File: src/rtl/lsu_ctrl.sv
// Load/store controller: one data-memory access per request over a req/ready handshake.
// Define LSU_MISALIGN_TRAP_EN to trap misaligned H/W accesses instead of ignoring low offset bits.
module lsu_ctrl #(
  parameter int unsigned TIMEOUT = 255
) (
  input  logic        clk,
  input  logic        reset,
  input  logic        start,
  input  logic        is_load,
  input  logic        is_store,
  input  logic [2:0]  funct3,
  input  logic [31:0] addr,
  input  logic [31:0] wdata,
  output logic        stall,
  output logic        done,
  output logic        err,
  output logic [31:0] rdata,
  output logic        mem_req,
  output logic        mem_we,
  output logic [31:0] mem_addr,
  output logic [3:0]  mem_be,
  output logic [31:0] mem_wdata,
  input  logic        mem_ready,
  input  logic [31:0] mem_rdata
);

  localparam logic [1:0] S_IDLE   = 2'd0;
  localparam logic [1:0] S_ACCESS = 2'd1;
  localparam logic [1:0] S_DONE   = 2'd2;

  localparam logic [15:0] TIMEOUT_C = 16'(TIMEOUT);

  logic [1:0]  state_q, state_d;
  logic        store_q, store_d;
  logic [2:0]  f3_q, f3_d;
  logic [1:0]  addr_lo_q, addr_lo_d;
  logic [15:0] cnt_q, cnt_d;
  logic        err_q, err_d;
  logic [31:0] rdata_q, rdata_d;
  logic        mem_req_q, mem_req_d;
  logic        mem_we_q, mem_we_d;
  logic [31:0] mem_addr_q, mem_addr_d;
  logic [3:0]  mem_be_q, mem_be_d;
  logic [31:0] mem_wdata_q, mem_wdata_d;

  logic        accept;
  logic        illegal_f3;
  logic        misalign;
  logic [3:0]  lane_be;
  logic [31:0] lane_wdata;
  logic [7:0]  rd_byte;
  logic [15:0] rd_half;
  logic [31:0] load_ext;
  logic [15:0] cnt_inc;

  assign accept     = start & (is_load | is_store);
  assign illegal_f3 = (funct3 == 3'b011) || (funct3[2:1] == 2'b11) || (is_store && funct3[2]);

`ifdef LSU_MISALIGN_TRAP_EN
  assign misalign = ((funct3[1:0] == 2'b01) && addr[0]) ||
                    ((funct3[1:0] == 2'b10) && (addr[1:0] != 2'b00));
`else
  assign misalign = 1'b0;
`endif

  // Lane placement from the live request; sub-natural offset bits are simply ignored.
  always_comb begin
    case (funct3[1:0])
      2'b00: begin
        lane_be    = 4'b0001 << addr[1:0];
        lane_wdata = {4{wdata[7:0]}};
      end
      2'b01: begin
        lane_be    = addr[1] ? 4'b1100 : 4'b0011;
        lane_wdata = {2{wdata[15:0]}};
      end
      default: begin
        lane_be    = 4'b1111;
        lane_wdata = wdata;
      end
    endcase
  end

  always_comb begin
    case (addr_lo_q)
      2'd0:    rd_byte = mem_rdata[7:0];
      2'd1:    rd_byte = mem_rdata[15:8];
      2'd2:    rd_byte = mem_rdata[23:16];
      default: rd_byte = mem_rdata[31:24];
    endcase
    rd_half = addr_lo_q[1] ? mem_rdata[31:16] : mem_rdata[15:0];
    case (f3_q)
      3'b000:  load_ext = {{24{rd_byte[7]}}, rd_byte};
      3'b100:  load_ext = {24'd0, rd_byte};
      3'b001:  load_ext = {{16{rd_half[15]}}, rd_half};
      3'b101:  load_ext = {16'd0, rd_half};
      default: load_ext = mem_rdata;
    endcase
  end

  assign cnt_inc = cnt_q + 16'd1;

  always_comb begin
    // NOTE: every next-state signal starts from its current value so no path leaves it unassigned (no latches).
    state_d     = state_q;
    store_d     = store_q;
    f3_d        = f3_q;
    addr_lo_d   = addr_lo_q;
    cnt_d       = cnt_q;
    err_d       = err_q;
    rdata_d     = rdata_q;
    mem_req_d   = mem_req_q;
    mem_we_d    = mem_we_q;
    mem_addr_d  = mem_addr_q;
    mem_be_d    = mem_be_q;
    mem_wdata_d = mem_wdata_q;
    case (state_q)
      S_IDLE: begin
        if (accept) begin
          cnt_d     = 16'd0;
          store_d   = is_store;
          f3_d      = funct3;
          addr_lo_d = addr[1:0];
          if (illegal_f3 || misalign) begin
            state_d = S_DONE;
            err_d   = 1'b1;
          end else begin
            state_d     = S_ACCESS;
            err_d       = 1'b0;
            mem_req_d   = 1'b1;
            mem_we_d    = is_store;
            mem_addr_d  = {addr[31:2], 2'b00};
            mem_be_d    = lane_be;
            mem_wdata_d = lane_wdata;
          end
        end
      end
      S_ACCESS: begin
        if (mem_ready) begin
          state_d   = S_DONE;
          mem_req_d = 1'b0;
          err_d     = 1'b0;
          if (!store_q) rdata_d = load_ext;
        end else if (cnt_inc == TIMEOUT_C) begin
          state_d   = S_DONE;
          mem_req_d = 1'b0;
          err_d     = 1'b1;
        end else begin
          cnt_d = cnt_inc;
        end
      end
      S_DONE: begin
        state_d = S_IDLE;
        err_d   = 1'b0;
      end
      default: state_d = S_IDLE;
    endcase
  end

  always_ff @(posedge clk) begin
    if (reset) begin
      state_q     <= S_IDLE;
      store_q     <= 1'b0;
      f3_q        <= 3'd0;
      addr_lo_q   <= 2'd0;
      cnt_q       <= 16'd0;
      err_q       <= 1'b0;
      rdata_q     <= 32'd0;
      mem_req_q   <= 1'b0;
      mem_we_q    <= 1'b0;
      mem_addr_q  <= 32'd0;
      mem_be_q    <= 4'd0;
      mem_wdata_q <= 32'd0;
    end else begin
      // NOTE: non-blocking assignments so every register samples pre-edge values.
      state_q     <= state_d;
      store_q     <= store_d;
      f3_q        <= f3_d;
      addr_lo_q   <= addr_lo_d;
      cnt_q       <= cnt_d;
      err_q       <= err_d;
      rdata_q     <= rdata_d;
      mem_req_q   <= mem_req_d;
      mem_we_q    <= mem_we_d;
      mem_addr_q  <= mem_addr_d;
      mem_be_q    <= mem_be_d;
      mem_wdata_q <= mem_wdata_d;
    end
  end

  assign done      = (state_q == S_DONE);
  assign err       = err_q;
  assign stall     = start & ~done;
  assign rdata     = rdata_q;
  assign mem_req   = mem_req_q;
  assign mem_we    = mem_we_q;
  assign mem_addr  = mem_addr_q;
  assign mem_be    = mem_be_q;
  assign mem_wdata = mem_wdata_q;

endmodule

File: config.mk
export PLATFORM = sky130hd
export DESIGN_NAME = lsu_ctrl
export DESIGN_NICKNAME = d
export VERILOG_FILES = /design/src/rtl/lsu_ctrl.sv
export SDC_FILE = /design/constraint.sdc
export NUM_CORES = 1
export LEC_CHECK = 0
export CORE_MARGIN = 2
export CORE_UTILIZATION = 47
export CTS_BUF_LIST = sky130_fd_sc_hd__clkbuf_4 sky130_fd_sc_hd__clkbuf_8
export DETAILED_ROUTE_END_ITERATION = 16
export PLACE_DENSITY = 0.83
export SETUP_SLACK_MARGIN = 0.05
export SLEW_MARGIN = 20
export SYNTH_ARGS = -nofsm -noshare
export SYNTH_HDL_FRONTEND = slang
export SYNTH_SLANG_ARGS = --single-unit
File: constraint.sdc
create_clock -name clk -period 3.3 [get_ports clk]
set_input_delay 0.66 -clock clk [delete_from_list [all_inputs] [get_ports clk]]
set_output_delay 0.66 -clock clk [all_outputs]
set_load 0.1 [all_outputs]
==> impl_metrics.tcl <==
set metrics [dict create \
    outcome "completed" \
    rsz0062_at_grt "no" \
    ir_drop_mv 0.351 \
    cp-end-kind "flop" \
    diodes 0 \
    fp.dieArea_um2 13500 \
    hp-class "flop to flop" \
    finalMaxSlewViolations 0 \
    synth_top_area_share_pct 42.2 \
    worstHoldStart "mem_addr[15]" \
    routedWlPerCell_um 15.2 \
    synth_largest_area_cell "dfxtp_1" \
    cts.sinks 125 \
    crit_start "cnt_q[0]" \
    skew_ns 0.00824 \
    ys_ff_latch 125 \
    wl_um 17400 \
    num-nets-final 1066 \
    reg2reg_from "cnt_q[0]" \
    grt.overflow.total 0 \
    hold_path_end "mem_addr[15]" \
    route.detailed.drc 0 \
    required_ns 3.61 \
    timing.hold.ws_ns 0.454 \
    die_h_um 116 \
    r2r_slack_ns 0.40 \
    clk_pin_slew_ns 0.07 \
    worst_pin_slew_ns 0.679 \
    drtIter0Drc 459 \
    clock.fmax_mhz 345 \
    yosys-top-cells-count "nand2_1 (168), dfxtp_1 (125), nor2_1 (81), a21oi_1 (71), clkbuf_1 (49)" \
    critPathKind "flop to flop" \
    finalSetupViolCount 0 \
    synthArstFlopShare_pct 0 \
    ys.flop_type "dfxtp_1" \
    dr.pass1.iters 6 \
    leakage_nw 3.23 \
    clk_path_buf_depth 2 \
    arrival_ns 3.21 \
    drive_above_1_share_pct 17.3 \
    syn2layout_area_growth_pct 40.1 \
    place_hpwl_um 12500 \
    fp.coreArea_um2 12500 \
    grt_pass1_wl_um 27400 \
    grt_max_degree 58 \
    vias 6155 \
    fin_crit_sh_pct 87.8 \
    synth_area_leaders "dfxtp_1 (42%), nand2_1 (11%), a21oi_1 (6.0%)" \
    htree_levels 4 \
    cts_tree "done" \
    start_util_pct 47.6 \
    gp_congestion 0.924 \
    synth_edf_count 0 \
    synth_cell_types 55 \
    slew_headroom_pct 54.7 \
    stdcell_count 1139 \
    maxCapViolCount 0 \
    ant_nets 0 \
    post_cts_buffers 0 \
    hold_viol 0 \
    period_needed_ns 2.90 \
    p_total_w 0.00436 \
    cts.repair.resized 0 \
    track_usage_pct 25.8 \
    antenna_found_initial 0 \
    portBuffers 207 \
    fillers 1090 \
    yosysSeqAreaShare_pct 42.2 \
    die_w_um 116 \
    cts_buffers 17 \
    synthCells 771 \
    yosysMostFrequentCell "nand2_1" \
    insertion_delay_ns 0.45 \
    r2r-end "err" \
    vias_per_cell 5.40 \
    synth_warnings 0 \
    power_density_nw_per_um2 525 \
    cp-start-kind "flop" \
    syn_area_um2 5930 \
    hold_buffers 0 \
    r2r_cells 8 \
    syn_area_per_cell_um2 7.70 \
    fin_setup_tns_ns 0 \
    placedCellCount 1108 \
    grt_pass1_vias 5544 \
    fp-row-count 41 \
    holdPathStages 2 \
    ioPinCount 210 \
    cp_max_fo 8 \
    root_buffer "clkbuf_8" \
]
==> where the power goes <==
group | switching [W] | leakage, nW | internal, W
clock | 0.000581 | 0.220 | 0.000855
sequential | 0.0000569 | 1.02 | 0.00159
combinational | 0.000919 | 1.99 | 0.000357
total | 0.00156 | 3.23 | 0.00281
==> routing by layer <==
layer	wire length [µm]	up-vias	track usage, %
li1	-	3062	-
met4	413	0	9.92
met2	8100	246	40.5
met1	7320	2817	32.7
met3	1530	30	8.87
met5	0	-	0
==> worst max-delay path by stage <==
stage / to / slack (ns) / depth (start not counted)
after floorplan: stall / 0.19 / 3
after global placement: err / 0.53 / 8
after detailed placement: cnt_q[11] / 0.43 / 8
after CTS: cnt_q[3] / 0.44 / 8
after global routing: err / 0.1 / 8
final: err / 0.40 / 8
==> state kept, by name (all words and copies together), names as in the netlist, 2 cells and up <==
register / flops
addr_lo_q: 2
cnt_q: 16
f3_q: 3
mem_addr: 30
mem_be: 4
mem_wdata: 32
rdata: 32
state_q: 2
==> kinds of logic (layout without fill, tap and decap cells) <==
family                   count (synthesis)  after routing  share of synthesized area [%]
adder cells (fa/ha/maj)                  6              6                           1.27
multiplexers                            26             26                           4.81
other                                    1              2                         0.0632
XOR/XNOR                                 6              6                          0.886
AND/OR/NAND/NOR                        319            319                           23.4
flip-flops                             125            125                           42.2
AO/OA/AOI/OAI                          207            207                           22.1
buffers and inverters                   81            276                           5.27
==> cells in the final DEF, fill, tap and decap left out, drive strengths merged, types with 6 or more instances in the layout <==
master,instances
a21oi,71
buf,119
nor2,81
inv,23
mux2i,24
nand2,168
nand3,7
clkdlybuf4s50,103
o21ai,39
o211ai,7
a31oi,8
ha,6
or2,6
a221oi,8
dfxtp,125
clkbuf,25
a311oi,11
nand4,6
nor3,18
a211oi,39
==> per-stage QoR <==
step	worst slack (ns)	utilization, %	instance area (µm²)
global placement	0.532	63.3	7890
global route	0.0993	66.7	8310
floorplan	0.191	-	5940
finish	0.401	66.7	8310
CTS	0.439	66.7	8310
detailed placement	0.433	63.3	7890
==> area by class of cell <==
type | count | area [µm²] | share of cell area (%)
sequential | 125 | 2500 | 30.1
clock inverter | 6 | 108 | 1.29
clock buffer | 25 | 319 | 3.84
inverter | 23 | 86.3 | 1.04
timing repair buffer | 222 | 1950 | 23.5
multi-input combinational | 566 | 3130 | 37.7
tap | 172 | 215 | 2.59
==> critical path: stages, from the launching register on <==
cell	delay, ns
dfxtp_1	0.45
ha_1	0.29
nand3_1	0.21
or4_4	0.55
mux2i_1	0.20
nand4_2	0.20
o31ai_1	0.52
and2_1	0.25
a311oi_1	0.10
Power figures use the tool's default switching activity.
